## src/rtl/intersection_scheduler.sv

```systemverilog
// Two-way intersection light scheduler with actuated greens, yellow and all-red clearance.
// Optional pedestrian WALK phase is enabled with macro PED_WALK_EN.
module intersection_scheduler #(
    parameter int MIN_GREEN = 3,
    parameter int MAX_GREEN = 8,
    parameter int YELLOW_T  = 2,
    parameter int ALLRED_T  = 1,
    parameter int WALK_T    = 4
) (
    input  logic       clk,
    input  logic       rst,
    input  logic       tick,
    input  logic       ns_req,
    input  logic       ew_req,
    input  logic       ped_req,
    output logic       ns_g,
    output logic       ns_y,
    output logic       ns_r,
    output logic       ew_g,
    output logic       ew_y,
    output logic       ew_r,
    output logic       walk,
    output logic [2:0] phase
);

    localparam int M1   = (MIN_GREEN > MAX_GREEN) ? MIN_GREEN : MAX_GREEN;
    localparam int M2   = (YELLOW_T > ALLRED_T) ? YELLOW_T : ALLRED_T;
    localparam int M3   = (M1 > M2) ? M1 : M2;
    localparam int CMAX = (M3 > WALK_T) ? M3 : WALK_T;
    localparam int CW   = (CMAX < 2) ? 1 : $clog2(CMAX);

    typedef enum logic [2:0] {
        NS_G  = 3'd0,
        NS_Y  = 3'd1,
        RED_A = 3'd2,
        EW_G  = 3'd3,
        EW_Y  = 3'd4,
`ifdef PED_WALK_EN
        RED_B = 3'd5,
        WALK  = 3'd6
`else
        RED_B = 3'd5
`endif
    } state_t;

    state_t        state, state_n;
    logic [CW-1:0] cnt, cnt_n;
    logic          green;
    logic          ped_pend;

`ifdef PED_WALK_EN
    logic          walk_to_ew;   // WALK was entered from RED_A, so EW gets the next green
    logic          walk_entry;

    assign walk_entry = (state_n == WALK) && (state != WALK);

    always_ff @(posedge clk) begin
        if (rst) begin
            ped_pend   <= 1'b0;
            walk_to_ew <= 1'b0;
        end else begin
            // a button press in the entry cycle still registers as a new request
            ped_pend <= ped_req | (ped_pend & ~walk_entry);
            if (walk_entry)
                walk_to_ew <= (state == RED_A);
        end
    end
`else
    logic unused_ped;
    assign unused_ped = ped_req;
    assign ped_pend   = 1'b0;
`endif

    always_ff @(posedge clk) begin
        if (rst) begin
            state <= NS_G;
            cnt   <= '0;
        end else begin
            state <= state_n;
            cnt   <= cnt_n;
        end
    end

    always_comb begin
        state_n = state;
        case (state)
            NS_G: if (tick && cnt >= CW'(MIN_GREEN-1) && (ew_req | ped_pend) &&
                      (!ns_req || cnt >= CW'(MAX_GREEN-1)))
                      state_n = NS_Y;
            NS_Y: if (tick && cnt == CW'(YELLOW_T-1)) state_n = RED_A;
            RED_A: if (tick && cnt == CW'(ALLRED_T-1)) begin
`ifdef PED_WALK_EN
                       state_n = ped_pend ? WALK : EW_G;
`else
                       state_n = EW_G;
`endif
                   end
            EW_G: if (tick && cnt >= CW'(MIN_GREEN-1) && (ns_req | ped_pend) &&
                      (!ew_req || cnt >= CW'(MAX_GREEN-1)))
                      state_n = EW_Y;
            EW_Y: if (tick && cnt == CW'(YELLOW_T-1)) state_n = RED_B;
            RED_B: if (tick && cnt == CW'(ALLRED_T-1)) begin
`ifdef PED_WALK_EN
                       state_n = ped_pend ? WALK : NS_G;
`else
                       state_n = NS_G;
`endif
                   end
`ifdef PED_WALK_EN
            WALK: if (tick && cnt == CW'(WALK_T-1)) state_n = walk_to_ew ? EW_G : NS_G;
`endif
            default: state_n = NS_G;
        endcase
    end

    assign green = (state == NS_G) || (state == EW_G);

    // greens saturate so an unopposed green can hold forever without wrapping
    always_comb begin
        cnt_n = cnt;
        if (state_n != state)
            cnt_n = '0;
        else if (tick && !(green && cnt >= CW'(MAX_GREEN-1)))
            cnt_n = cnt + CW'(1);
    end

    always_comb begin
        ns_g = 1'b0; ns_y = 1'b0; ns_r = 1'b1;
        ew_g = 1'b0; ew_y = 1'b0; ew_r = 1'b1;
        walk = 1'b0;
        case (state)
            NS_G: begin ns_g = 1'b1; ns_r = 1'b0; end
            NS_Y: begin ns_y = 1'b1; ns_r = 1'b0; end
            EW_G: begin ew_g = 1'b1; ew_r = 1'b0; end
            EW_Y: begin ew_y = 1'b1; ew_r = 1'b0; end
`ifdef PED_WALK_EN
            WALK: walk = 1'b1;
`endif
            default: ;
        endcase
    end

    assign phase = state;

endmodule

```

## config.mk

```make
export PLATFORM = sky130hd
export DESIGN_NAME = intersection_scheduler
export DESIGN_NICKNAME = d
export VERILOG_FILES = /design/src/rtl/intersection_scheduler.sv
export SDC_FILE = /design/constraint.sdc
export NUM_CORES = 1
export LEC_CHECK = 0
export CORE_AREA = 2 2 43 45
export DETAILED_ROUTE_END_ITERATION = 10
export DIE_AREA = 0 0 45 47
export PLACE_DENSITY_LB_ADDON = 0.08
export SYNTH_ARGS = -nofsm -noshare
export SYNTH_HDL_FRONTEND = slang
export SYNTH_SLANG_ARGS = --single-unit
```

## constraint.sdc

```tcl
create_clock -name clk -period 1.76 [get_ports clk]
set_clock_uncertainty 0.1 [all_clocks]
set_input_delay 0.264 -clock clk [delete_from_list [all_inputs] [get_ports clk]]
set_output_delay 0.264 -clock clk [all_outputs]
set_load 0.02 [all_outputs]
```

# == Word level (Yosys, flattened, before mapping) ==
# Cells that the tools add are included.
# op_classes
n_addsub,1
order_cmp,2
n_eq_ne,7
muxes,13
reduce_logical,20
# ops
operator,count
$mux 3,6
$pmux 3 s6,1
$logic_and 1x1->1,9
$eq 3x1->1 const B,2
$eq 3x2->1 const B,2
$eq 3x3->1 const B,2
$logic_not 3->1,2
$mux 1,6
$reduce_or 2->1,3
$add 3x1->3 const B,1
$ge 3x2->1 const B,1
$ge 3x3->1 const B,1
$logic_not 1->1,3
$logic_or 1x1->1,3
$ne 3x3->1,1
# word_totals
regBits,6
in_bits,6
out_inout_bits,10
wordCells,45

# == Longest topological paths before layout ==
# depth
ltp_word,8
mapped_depth,6
ltp_nobuf,6

# == Worst setup path after synthesis ==
# No wires, ideal clock.
# synth_timing
path_type,reg2out
from,"reg state[0], in the netlist phase[0]"
to,out ew_r
arrival_time_ps,1350
t_required_ps,1396
setup_slack_ps,46
path_stages_with_launch,5
n_path_buf,1
path_cell_list,dfxtp_1 > buf_2 > nand2_1 > nor2_1 > nor2_1
# synth_via
elab_chain_cells,3
word_cells_on_any_way,4
classes_between,2 x eq/ne; 1 x mux; 1 x reduce/logical
# synth_lines
item,line,source
from (decl),46,"state_t state, state_n;"
from (signal assigned),79,state <= state_n;
$eq 3x2->1 / $eq 3x3->1 (equally long branches),131,case (state)
$reduce_or 2->1 (no line) *,-,
$mux 1 *,131,
to (decl),21,"output logic ew_r,"
# Mark *: on every way between the ends. The rest lies on a longest branch, timed or not.

# == Worst setup path in the final report ==
# layout_timing
from,reg cnt[0]
to,reg cnt[1]
# layout_via
elab_chain_cells,8
word_cells_on_any_way,26
classes_between,1 x add/sub; 2 x order compare; 2 x eq/ne; 7 x mux; 14 x reduce/logical
# layout_lines
item,line,source
from (decl),47,"logic [CW-1:0] cnt, cnt_n;"
from (signal assigned),80,cnt <= cnt_n;
$ge 3x2->1,"87, 98",
$logic_and 1x1->1,"87, 98",
$logic_and 1x1->1 (on tied branches) (2 in series),"98, 87",
$mux 3 (on tied branches),"98, 87",
$pmux 3 s6,86,case (state)
$ne 3x3->1,121,if (state_n != state)
$reduce_or 2->1 (no line),-,
# Parallel ways exist; a longest one is shown, timed or not.
# A chain may end at the register's enable or synchronous reset.

==> out/metrics.cfg <==
[power_and_ir_drop]
peakVddDrop_v=0.000416
power.density_nw_per_um2=426
p_leak_nw=0.414

[synthesis]
syn_avg_cell_area_um2=7.97
yosys_warnings=0
synth_compound_area_share_pct=29.6
ys_seq_area_share_pct=22.2
synth_top_family_by_area=compound AO/OA/AOI/OAI gates
syn_area_um2=542
ys_ff_latch=6
synth_simple_gate_area_share_pct=21.5
yosysUniqueCellTypes=33
syn-num-nets=79
synthArstFlopShare_pct=0
synth-xor-area-share_pct=1.62
synthCells=68
synthAdderAreaFrac_pct=11.5
synth_edf_count=0
synthFlopType=dfxtp_1
synth_mux_area_share_pct=3.70

[die]
pin_count=16
core_area_um2=1650
rows=15
die_h_um=47
die_area_um2=2120
die_w_um=45
initial_core_util_pct=32.8

[finish]
final_core_util_pct=55.2
finalNetCount=113
fin_area_um2=912
drive_above_1_share_pct=41.0
area_growth_pct=68.4
final_common_cell=buf_4
antennaDiodeCount=0
final_cell_mix=20 x buf_4, 6 x inv_1, 6 x nor2_1, 6 x clkdlybuf4s50_1, 5 x dlygate4sd2_1

[route]
vias_per_cell=5.24
drt_iter0_drc=3
num_vias=613
drt_pre_antenna_iters=2
wl_per_cell_um=12.5
ant_nets=0
drt-total-wl_um=1470
drc=0

[placement]
dp_slack_ps=-103
dpl-instance-area_um2=816
dp_hpwl_um=1170
portBuffers=13
gp_congestion=0.699

[cts]
clk_pin_slew_ps=40
cts.sinks=6
clock_latency_ps=240
cts_made_buffers=3
clk_path_buf_depth=2
cts_tree=yes
htree_levels=1
hold_buffers=0
root_buffer=clkbuf_4

[outcome]
status=completed

[sta]
timing.fmax_ghz=0.590
tns_ps=0
hold_viol_final=0
period_needed_ps=1700
setup_ws_ps=64.7
finalSetupViolCount=0
final.period_utilization_pct=96.3
finalMaxSlewViolations=0
hold_ws_ps=486

[setup_path]
start_kind=flop
critPathMaxStageDelay_ps=330
rr_worst_depth=7
r2r-end=cnt[1]$_SDFFE_PP0P_
regToRegSetupSlack_ps=60
crit_type=flop to flop
cp.arrival_ps=1750
timing.rr.start=cnt[0]$_SDFFE_PP0P_
worst_ep_required_time_ps=1820
cp_max_fo=4
slowest_stage=dfxtp_2
critPathBufInv=1
worstSetupEndpointType=flop
cp_cell_sequence=ha_2 -> ha_4 -> a31oi_4 -> a211oi_2 -> buf_4 -> a21o_2 -> nor3_1
cpLargestDelayFamily=compound AO/OA/AOI/OAI gates

[global_route]
grt_pass1_wl_um=2350
grt_pass1_vias=546
grt_antenna_before_repair=0
grt_overflow=0
grt_max_degree=10
grt.total_usage_pct=15.1

[flow_run]
max_cap_violations=0

[min_path]
min_path_cells=2
worstHoldStart=phase[2]$_SDFF_PP0_
hold_path_end=phase[1]$_SDFF_PP0_
min_path_type=flop to flop

cell usage after synthesis (2+ instances only):
cell type | number | area (um^2)
a31oi_1 | 5 | 31.3
mux2i_1 | 2 | 20.0
o21ai_0 | 3 | 15.0
nor3_1 | 4 | 20.0
a21oi_1 | 2 | 10.0
inv_1 | 6 | 22.5
ha_1 | 5 | 62.6
nand2b_1 | 2 | 12.5
nand2_1 | 4 | 15.0
nor2_1 | 6 | 22.5
dfxtp_1 | 6 | 120
o31ai_1 | 2 | 15.0
worst register-to-register path, delay by kind of cell, from the launching register on:
family,cells,cell delay [ps]
buffers and inverters,1,150
AND/OR/NAND/NOR,1,150
AO/OA/AOI/OAI,3,530
adder cells (fa/ha/maj),2,360
flip-flops,1,330
metal layers:
metal | up-vias | GRT usage [%] | part of all wire, %
met2 | 14 | 26.9 | 50
met1 | 288 | 18.4 | 46
met3 | 0 | 5.77 | 3.7
met5 | - | 0 | 0
met4 | 0 | 0 | 0
li1 | 311 | - | -
layout make-up:
class	count	area (um^2)
timing repair buffer	33	277
tap	17	21.3
fill	170	739
sequential	6	124
clock buffer	3	22.5
inverter	6	22.5
multi-input combinational	52	445
metrics by stage:
stage	power, mW	cells
floorplan	0.203	68
global placement	0.252	114
detailed placement	0.253	114
CTS	0.381	117
global route	0.416	117
finish	0.389	117
registers in the layout (all words and copies together) (netlist names):
register,count
cnt,3
phase,3
worst max path at each step:
stage                              from             endpoint  slack (ps)  depth (start not counted)
global placement                 ew_req  cnt[0]$_SDFFE_PP0P_        -120                          5
detailed placement               ew_req  cnt[0]$_SDFFE_PP0P_        -100                          5
global route        cnt[0]$_SDFFE_PP0P_  phase[1]$_SDFF_PP0_         -20                          7
CTS                 cnt[1]$_SDFFE_PP0P_  cnt[2]$_SDFFE_PP0P_         0.3                          7
floorplan           phase[0]$_SDFF_PP0_                 ew_r          50                          4
finish              cnt[0]$_SDFFE_PP0P_  cnt[1]$_SDFFE_PP0P_          60                          7
kinds of logic (layout without fill, tap and decap cells):
family,after synthesis,count (layout)
buffers and inverters,10,42
AO/OA/AOI/OAI,22,22
XOR/XNOR,1,1
other,1,1
flip-flops,6,6
multiplexers,2,2
AND/OR/NAND/NOR,21,21
adder cells (fa/ha/maj),5,5
report_power, final:
group	switching (mW)	leakage, nW	internal [mW]	total (mW)
clock	0.0440	0.0138	0.0767	0.121
sequential	0.00714	0.0500	0.143	0.150
combinational	0.0570	0.350	0.0608	0.118
what timing repair did:
| item | CTS | global route |
|---|---|---|
| endpoints found under the hold margin | 0 | 0 |
| endpoints found under the setup margin | 10 | 10 |
| gates resized for setup | 10 | 14 |
| pin swaps | 0 | 1 |
| buffers inserted | 0 | 0 |
(Power assumes the default switching activity.)
